--- config.mk ---
export PLATFORM = sky130hd
export DESIGN_NAME = cic_region_sequencer
export DESIGN_NICKNAME = d
export VERILOG_FILES = /design/src/rtl/cic_region_sequencer.sv
export SDC_FILE = /design/constraint.sdc
export NUM_CORES = 1
export LEC_CHECK = 0
export ABC_AREA = 1
export CORE_MARGIN = 2
export CORE_UTILIZATION = 50
export CTS_CLUSTER_DIAMETER = 150
export DETAILED_ROUTE_END_ITERATION = 16
export PLACE_DENSITY = 0.75
export SETUP_SLACK_MARGIN = 0.3
export SLEW_MARGIN = 20
export SYNTH_ARGS = -nofsm -noshare
export SYNTH_HDL_FRONTEND = slang
export SYNTH_SLANG_ARGS = --single-unit
--- constraint.sdc ---
create_clock -name CLK_i -period 1.8 [get_ports CLK_i]
set_clock_uncertainty 0.15 [all_clocks]
set_input_delay 0.36 -clock CLK_i [delete_from_list [all_inputs] [get_ports CLK_i]]
set_output_delay 0.36 -clock CLK_i [all_outputs]
set_load 0.02 [all_outputs]
--- src/rtl/cic_region_sequencer.sv ---
// CIC enable / PAL-NTSC region sequencer with retry and lockout.
// Optional CIC_FAIL_FILTER_EN: require 8 consecutive high cic_fail samples.
module cic_region_sequencer #(
  parameter int LOCK_DELAY  = 32767,
  parameter int FAIL_HOLD   = 1024,
  parameter int MAX_RETRIES = 4,
  parameter int CNT_W       = 16
) (
  input  logic       CLK_i,
  input  logic       NRST_i,
  input  logic       RESETI_i,
  input  logic       REQ_RST_i,
  input  logic       CIC_FAIL_i,
  input  logic       FORCE_REGION_i,
  input  logic       FORCE_PAL_i,
  output logic       CIC_EN_o,
  output logic       PAL_NTSC_o,
  output logic       SYS_HOLD_o,
  output logic       LOCKOUT_o,
  output logic [2:0] STATE_o,
  output logic [3:0] RETRY_CNT_o
);

  typedef enum logic [2:0] {
    S_IDLE = 3'd0,
    S_WAIT = 3'd1,
    S_RUN  = 3'd2,
    S_FAIL = 3'd3,
    S_LOCK = 3'd4
  } state_t;

  state_t           st, nst;
  logic [CNT_W-1:0] cnt, ncnt;
  logic [3:0]       rc, nrc;
  logic             pal, npal;
  logic             rs1, rs2;
  logic             restart;
  logic             fail_cur, fail_q, fail_edge;

  assign restart   = rs2 | REQ_RST_i;
  assign fail_edge = fail_cur & ~fail_q;

  always_ff @(posedge CLK_i or negedge NRST_i) begin
    if (!NRST_i) begin
      rs1 <= 1'b0;
      rs2 <= 1'b0;
    end else begin
      rs1 <= RESETI_i;
      rs2 <= rs1;
    end
  end

`ifdef CIC_FAIL_FILTER_EN
  logic [2:0] fcnt;

  always_ff @(posedge CLK_i or negedge NRST_i) begin
    if (!NRST_i) begin
      fcnt <= 3'd0;
    end else if (restart || !CIC_FAIL_i) begin
      fcnt <= 3'd0;
    end else if (fcnt != 3'd7) begin
      fcnt <= fcnt + 3'd1;
    end
  end

  // Seven prior highs plus the current one make eight.
  assign fail_cur = CIC_FAIL_i && (fcnt == 3'd7);
`else
  assign fail_cur = CIC_FAIL_i;
`endif

  always_ff @(posedge CLK_i or negedge NRST_i) begin
    if (!NRST_i) begin
      fail_q <= 1'b0;
    end else begin
      fail_q <= fail_cur;
    end
  end

  always_comb begin
    nst  = st;
    ncnt = cnt;
    nrc  = rc;
    npal = pal;
    if (restart) begin
      nst  = S_IDLE;
      ncnt = '0;
      nrc  = 4'd0;
      if (FORCE_REGION_i) npal = FORCE_PAL_i;
    end else begin
      case (st)
        S_IDLE: begin
          nst  = S_WAIT;
          ncnt = '0;
        end
        S_WAIT: begin
          if (cnt == CNT_W'(LOCK_DELAY - 1)) begin
            nst  = S_RUN;
            ncnt = '0;
          end else begin
            ncnt = cnt + CNT_W'(1);
          end
        end
        S_RUN: begin
          if (fail_edge) begin
            nst  = S_FAIL;
            ncnt = '0;
            nrc  = (rc == 4'd15) ? rc : rc + 4'd1;
          end else if (FORCE_REGION_i && (FORCE_PAL_i != pal)) begin
            nst  = S_WAIT;
            ncnt = '0;
            npal = FORCE_PAL_i;
          end
        end
        S_FAIL: begin
          if (cnt == CNT_W'(FAIL_HOLD - 1)) begin
            ncnt = '0;
            if (rc >= 4'(MAX_RETRIES)) begin
              nst = S_LOCK;
            end else begin
              nst  = S_WAIT;
              npal = FORCE_REGION_i ? FORCE_PAL_i : ~pal;
            end
          end else begin
            ncnt = cnt + CNT_W'(1);
          end
        end
        S_LOCK: begin
          nst = S_LOCK;
        end
        default: begin
          nst  = S_IDLE;
          ncnt = '0;
        end
      endcase
    end
  end

  // Outputs decode the next state so they move with STATE_o.
  always_ff @(posedge CLK_i or negedge NRST_i) begin
    if (!NRST_i) begin
      st         <= S_IDLE;
      cnt        <= '0;
      rc         <= 4'd0;
      pal        <= 1'b0;
      CIC_EN_o   <= 1'b0;
      SYS_HOLD_o <= 1'b1;
      LOCKOUT_o  <= 1'b0;
    end else begin
      st         <= nst;
      cnt        <= ncnt;
      rc         <= nrc;
      pal        <= npal;
      CIC_EN_o   <= (nst == S_RUN);
      SYS_HOLD_o <= (nst != S_RUN);
      LOCKOUT_o  <= (nst == S_LOCK);
    end
  end

  assign STATE_o     = st;
  assign RETRY_CNT_o = rc;
  assign PAL_NTSC_o  = pal;

endmodule

# After elaboration in Yosys (flattened, before gate mapping)
# Cells that the tools add are included.
# classes
bitwise_logic	4
order_cmp	1
reduce_logical	8
muxes	25
add_sub_neg	2
n_eq_ne	19
# ops
operator	count
two-way mux 16 bit	5
case mux 16 bit (4 select lines)	1
two-way mux 3 bit	6
adder 16 x 1 -> 16 bit, second input constant	1
equality test 16 x 10 -> 1 bit, second input constant	1
equality test 16 x 15 -> 1 bit, second input constant	1
two-way mux 4 bit	4
case mux 3 bit (5 select lines)	1
!= test 3 bit, second input constant	4
equality test 3 x 2 -> 1 bit, second input constant	3
two-way mux 1 bit	7
equality test 3 bit, second input constant	2
!= test 2 bit, second input constant	3
AND reduction 6 bit	1
adder 4 x 1 -> 4 bit, second input constant	1
equality test 4 bit, second input constant	1
>= comparator 4 x 3 -> 1 bit, second input constant	1
!= test 4 bit, second input constant	1
nonzero test 2 bit	2
equality test 3 x 1 -> 1 bit, second input constant	1
logical NOT 3 bit	1
!= test 3 x 2 -> 1 bit, second input constant	1
AND reduction 3 bit	1
nonzero test 3 bit	1
other kinds (7)	8
# totals
in_bits	7
ff_bits	30

# Logic depth before layout (Yosys ltp)
# depth
word_depth	7
ltp_mapped	11
ltp_nobuf	11

# Worst setup path after synthesis
# Ideal clock, no wire load.
# synth_path
path_type	reg-to-reg
from	register st[2], in the netlist STATE_o[2]
to	register CIC_EN_o
setup_time_ps	62
slack_ps	218
arrival_time_ps	1370
stages_incl_launch_ff	9
t_required_ps	1588
cell_sequence	dfrtp_1 > inv_1 > nand3_2 > clkinv_1 > nand2_1 > o211ai_1 > nor2_4 > nand3_2 > inv_2
# synth_via
elab_chain_cells	5
word_cells_on_any_way	12
classes_between	5 x eq/ne; 6 x mux; 1 x reduce/logical
# synth_lines
item	line	rtl
start: declaration	32	state_t st, nst;
start signal: assignment	150	st <= nst;
two-way mux 3 bit	109	end else if (FORCE_REGION_i && (FORCE_PAL_i != pal)) begin
two-way mux 3 bit	105	if (fail_edge) begin
case mux 3 bit (5 select lines) *	91	case (st)
two-way mux 3 bit *	85	if (restart) begin
equality test 3 x 2 -> 1 bit *	154	CIC_EN_o <= (nst == S_RUN);
end signal: assignment	154	
end: declaration	16	output logic CIC_EN_o,
# Every way passes the cells marked *; elsewhere a longest branch is shown, timed or not.
# A chain may end at the register's enable or synchronous reset.

# Worst setup path after layout
# layout_path
from	register cnt[1]
to	register cnt[4]
# layout_via
elab_chain_cells	4
word_cells_on_any_way	7
classes_between	1 x add/sub; 2 x eq/ne; 4 x mux
# layout_lines
item	line	rtl
start: declaration	33	logic [CNT_W-1:0] cnt, ncnt;
start signal: assignment	151	cnt <= ncnt;
adder 16 x 1 -> 16 bit (tied with other cells)	101, 125	
two-way mux 16 bit (on tied branches)	116, 97	
case mux 16 bit (4 select lines) *	91	
two-way mux 16 bit *	85	
# Marks and branches as above.

==> results.ini <==
[status]
status = finished clean

[worst_setup_path]
cp-end-kind = flip-flop
regToRegEndpoint = cnt[4]$_DFFE_PN0P_
crit_path_cell_trace = ha_4 -> nand3_4 -> buf_6 -> nand2_1 -> nand2_2 -> inv_1 -> nand3_1 -> o21ai_0 -> nand2_1 -> o21ai_0
worstPathArrival_ps = 1700
required_ps = 1820
slowest_delay_ps = 460
ff2ff_path_depth = 10
path_buf_inv = 2
crit_path_max_fanout = 4
cp.depth = 10
r2r-start = cnt[1]$_DFFE_PN0P_
crit_start = cnt[1]$_DFFE_PN0P_
worstSetupPathType = flip-flop to flip-flop
cp_top_family = flip-flops
slowest_stage = dfrtp_2
r2r_slack_ps = 120
critPathLaunchType = flip-flop

[timing]
holdWs_ps = 175
clock.fmax_mhz = 597
drv_slew = 0
hold_viol = 0
final.setup.tns_ps = 0
worstMarginPinSlew_ps = 431
period_minus_slack_ps = 1680
finalCritPeriodShare = 0.931
rsz0062_at_grt = true
setup_violations = 0
slew_headroom = 0.712

[logic_synthesis]
yosysTopAreaCell = dfrtp_1
synth_cell_types = 31
ys_warn_count = 0
synth_top_area_frac = 0.369
synth_area_leaders = dfrtp_1 (37%), nand2_1 (17%), nor2_1 (7.8%), nand3_1 (6.1%), inv_1 (5.5%)
synth_nets = 294
syn_area_per_cell_sq_um = 6.92
syn_area_sq_mm = 0.00197
ys_ff_latch = 30
yosysSeqAreaShare = 0.383
synthCells = 284

[route]
drt-initial-drc-count = 165
via_per_inst = 5.40
ant_nets = 0
vias = 2046
wl_per_cell_um = 14.9
drc = 0
firstDrtPassIters = 4
wl_um = 5670

[job]
maxCapViolCount = 0

[power_and_ir_drop]
p_comb_frac = 0.089
peakVddDrop_v = 0.000367
power_density_mw_per_mm2 = 486
p_total_w = 0.00135
power.switching_w = 0.000345
p_int_w = 0.00100
seqPwrFrac = 0.512
p_leak_nw = 1.32
p_sw_frac = 0.256
power.share.clock = 0.399

[placement]
port_buffers = 17
hpwl_um = 3370
place_congestion = 0.952

[worst_hold_path]
min_from = CIC_FAIL_i
min_path_type = input port to flip-flop
min_path_cells = 1
whs_endpoint = fail_q$_DFF_PN0_

[cts]
hold_buffers = 0
clk_transition_reported_paths_ps = 60
cts_root_buf = clkbuf_8
clk_latency_ps = 290
cts_buffers = 5
cts_tree = yes
h-tree-depth = 2
clk_path_buf_depth = 2
clock-sinks = 30

[grt]
grt_max_degree = 31
overflow = 0
antenna_found_initial = 0
grt_pass1_wl_um = 8970
met1_usage = 0.332
met3_usage = 0.0794
busiest_layer = met2
grtUsageMet2 = 0.463
grt_usage = 0.271
first_global_vias = 1953

[floorplan]
die_area_sq_mm = 0.00445
die_x_um = 66.7
core.rowCount = 22
start_util = 0.529
io_pins = 18
core-area_sq_mm = 0.00372
die_y_um = 66.7

[final_layout]
antenna_cells = 0
layout_common_cells = nand2_1 (76), nor2_1 (30), inv_1 (23)
area.growth.synth_to_final_pct = 41.2
final_common_cell = nand2_1
nets = 340
drive_above_1_share = 0.363
fin_util = 0.747

-- synth_stat cells, drive strengths merged --
library cell,n
nand2,98
nor2,47
inv,32
dfrtp,29
nand3,27
o21ai,16
nand4,8
xor2,6
a21oi,3
buf,3
ha,3
nor3,3
a31oi,1
clkinv,1
dfstp,1
nand3b,1
o211ai,1
o21bai,1
o22ai,1
o31ai,1
xnor2,1
-- logic make-up (layout without fill, tap and decap cells) --
| logic type | Yosys count | count (layout) | synth area share |
|---|---|---|---|
| xor+xnor | 7 | 7 | 0.0312 |
| fa+ha+maj | 3 | 3 | 0.0191 |
| simple gates | 184 | 184 | 0.423 |
| buf+inv | 36 | 83 | 0.0719 |
| flops | 30 | 30 | 0.383 |
| compound gates | 24 | 24 | 0.0719 |
-- final cells by class --
class                           instances  area [sq um]
Fill cell                             279           940
Timing Repair Buffer                   42           387
Inverter                               33           125
Tap cell                               48          60.1
Clock buffer                            8          80.1
Multi-Input combinational cell        218          1360
Sequential cell                        30           761
-- state kept, by name, summed over array words and instances, names as in the netlist --
register and flops:
cnt 16, rs2 1, STATE_o 3, rs1 1
fail_q 1, SYS_HOLD_o 1, PAL_NTSC_o 1, CIC_EN_o 1
LOCKOUT_o 1, RETRY_CNT_o 4
-- worst register-to-register path, delay by kind of cell (launching register included) --
family                     cells  cell delay [ps]
adders and majority gates      1              200
DFF                            1              460
buffers and inverters          2              180
and+or+nand+nor                5              420
AOI/OAI and AO/OA              2              150
-- worst max path at each step --
stage / end
4_1_cts: SYS_HOLD_o
2_1_floorplan: cnt[14]$_DFFE_PN0P_
6_report: cnt[4]$_DFFE_PN0P_
5_1_grt: cnt[4]$_DFFE_PN0P_
3_5_place_dp: RETRY_CNT_o[2]$_DFFE_PN0P_
3_3_place_gp: cnt[4]$_DFFE_PN0P_
-- layer usage --
metal  wire length, um  part of all wire
met1              2250              0.40
met2              2970              0.52
met3               309             0.055
met4               129             0.023
met5                 0                 0
-- stage by stage --
step	worst slack, ps	instance area [sq um]	instances
after global routing	31.5	2780	379
after global placement	-119	2320	357
after CTS	161	2620	374
after floorplan	291	1980	284
after detailed placement	-149	2320	357
final	124	2780	379
-- power groups by stage --
stage | sequential [W] | clock, W | combinational [W]
after CTS | 0.000690 | 0.000540 | 0.000112
after global placement | 0.000702 | 0 | 0.000108
final | 0.000691 | 0.000538 | 0.000120
after floorplan | 0.000705 | 0 | 0.0000407
after global routing | 0.000691 | 0.000581 | 0.000131
after detailed placement | 0.000702 | 0 | 0.000109
-- repair_timing --
item,CTS,global route
resized for setup,75,42
setup buffers,9,5
setup endpoints to repair,36,31
pin swaps,26,18
No activity file was read; power rests on OpenSTA's default activity.
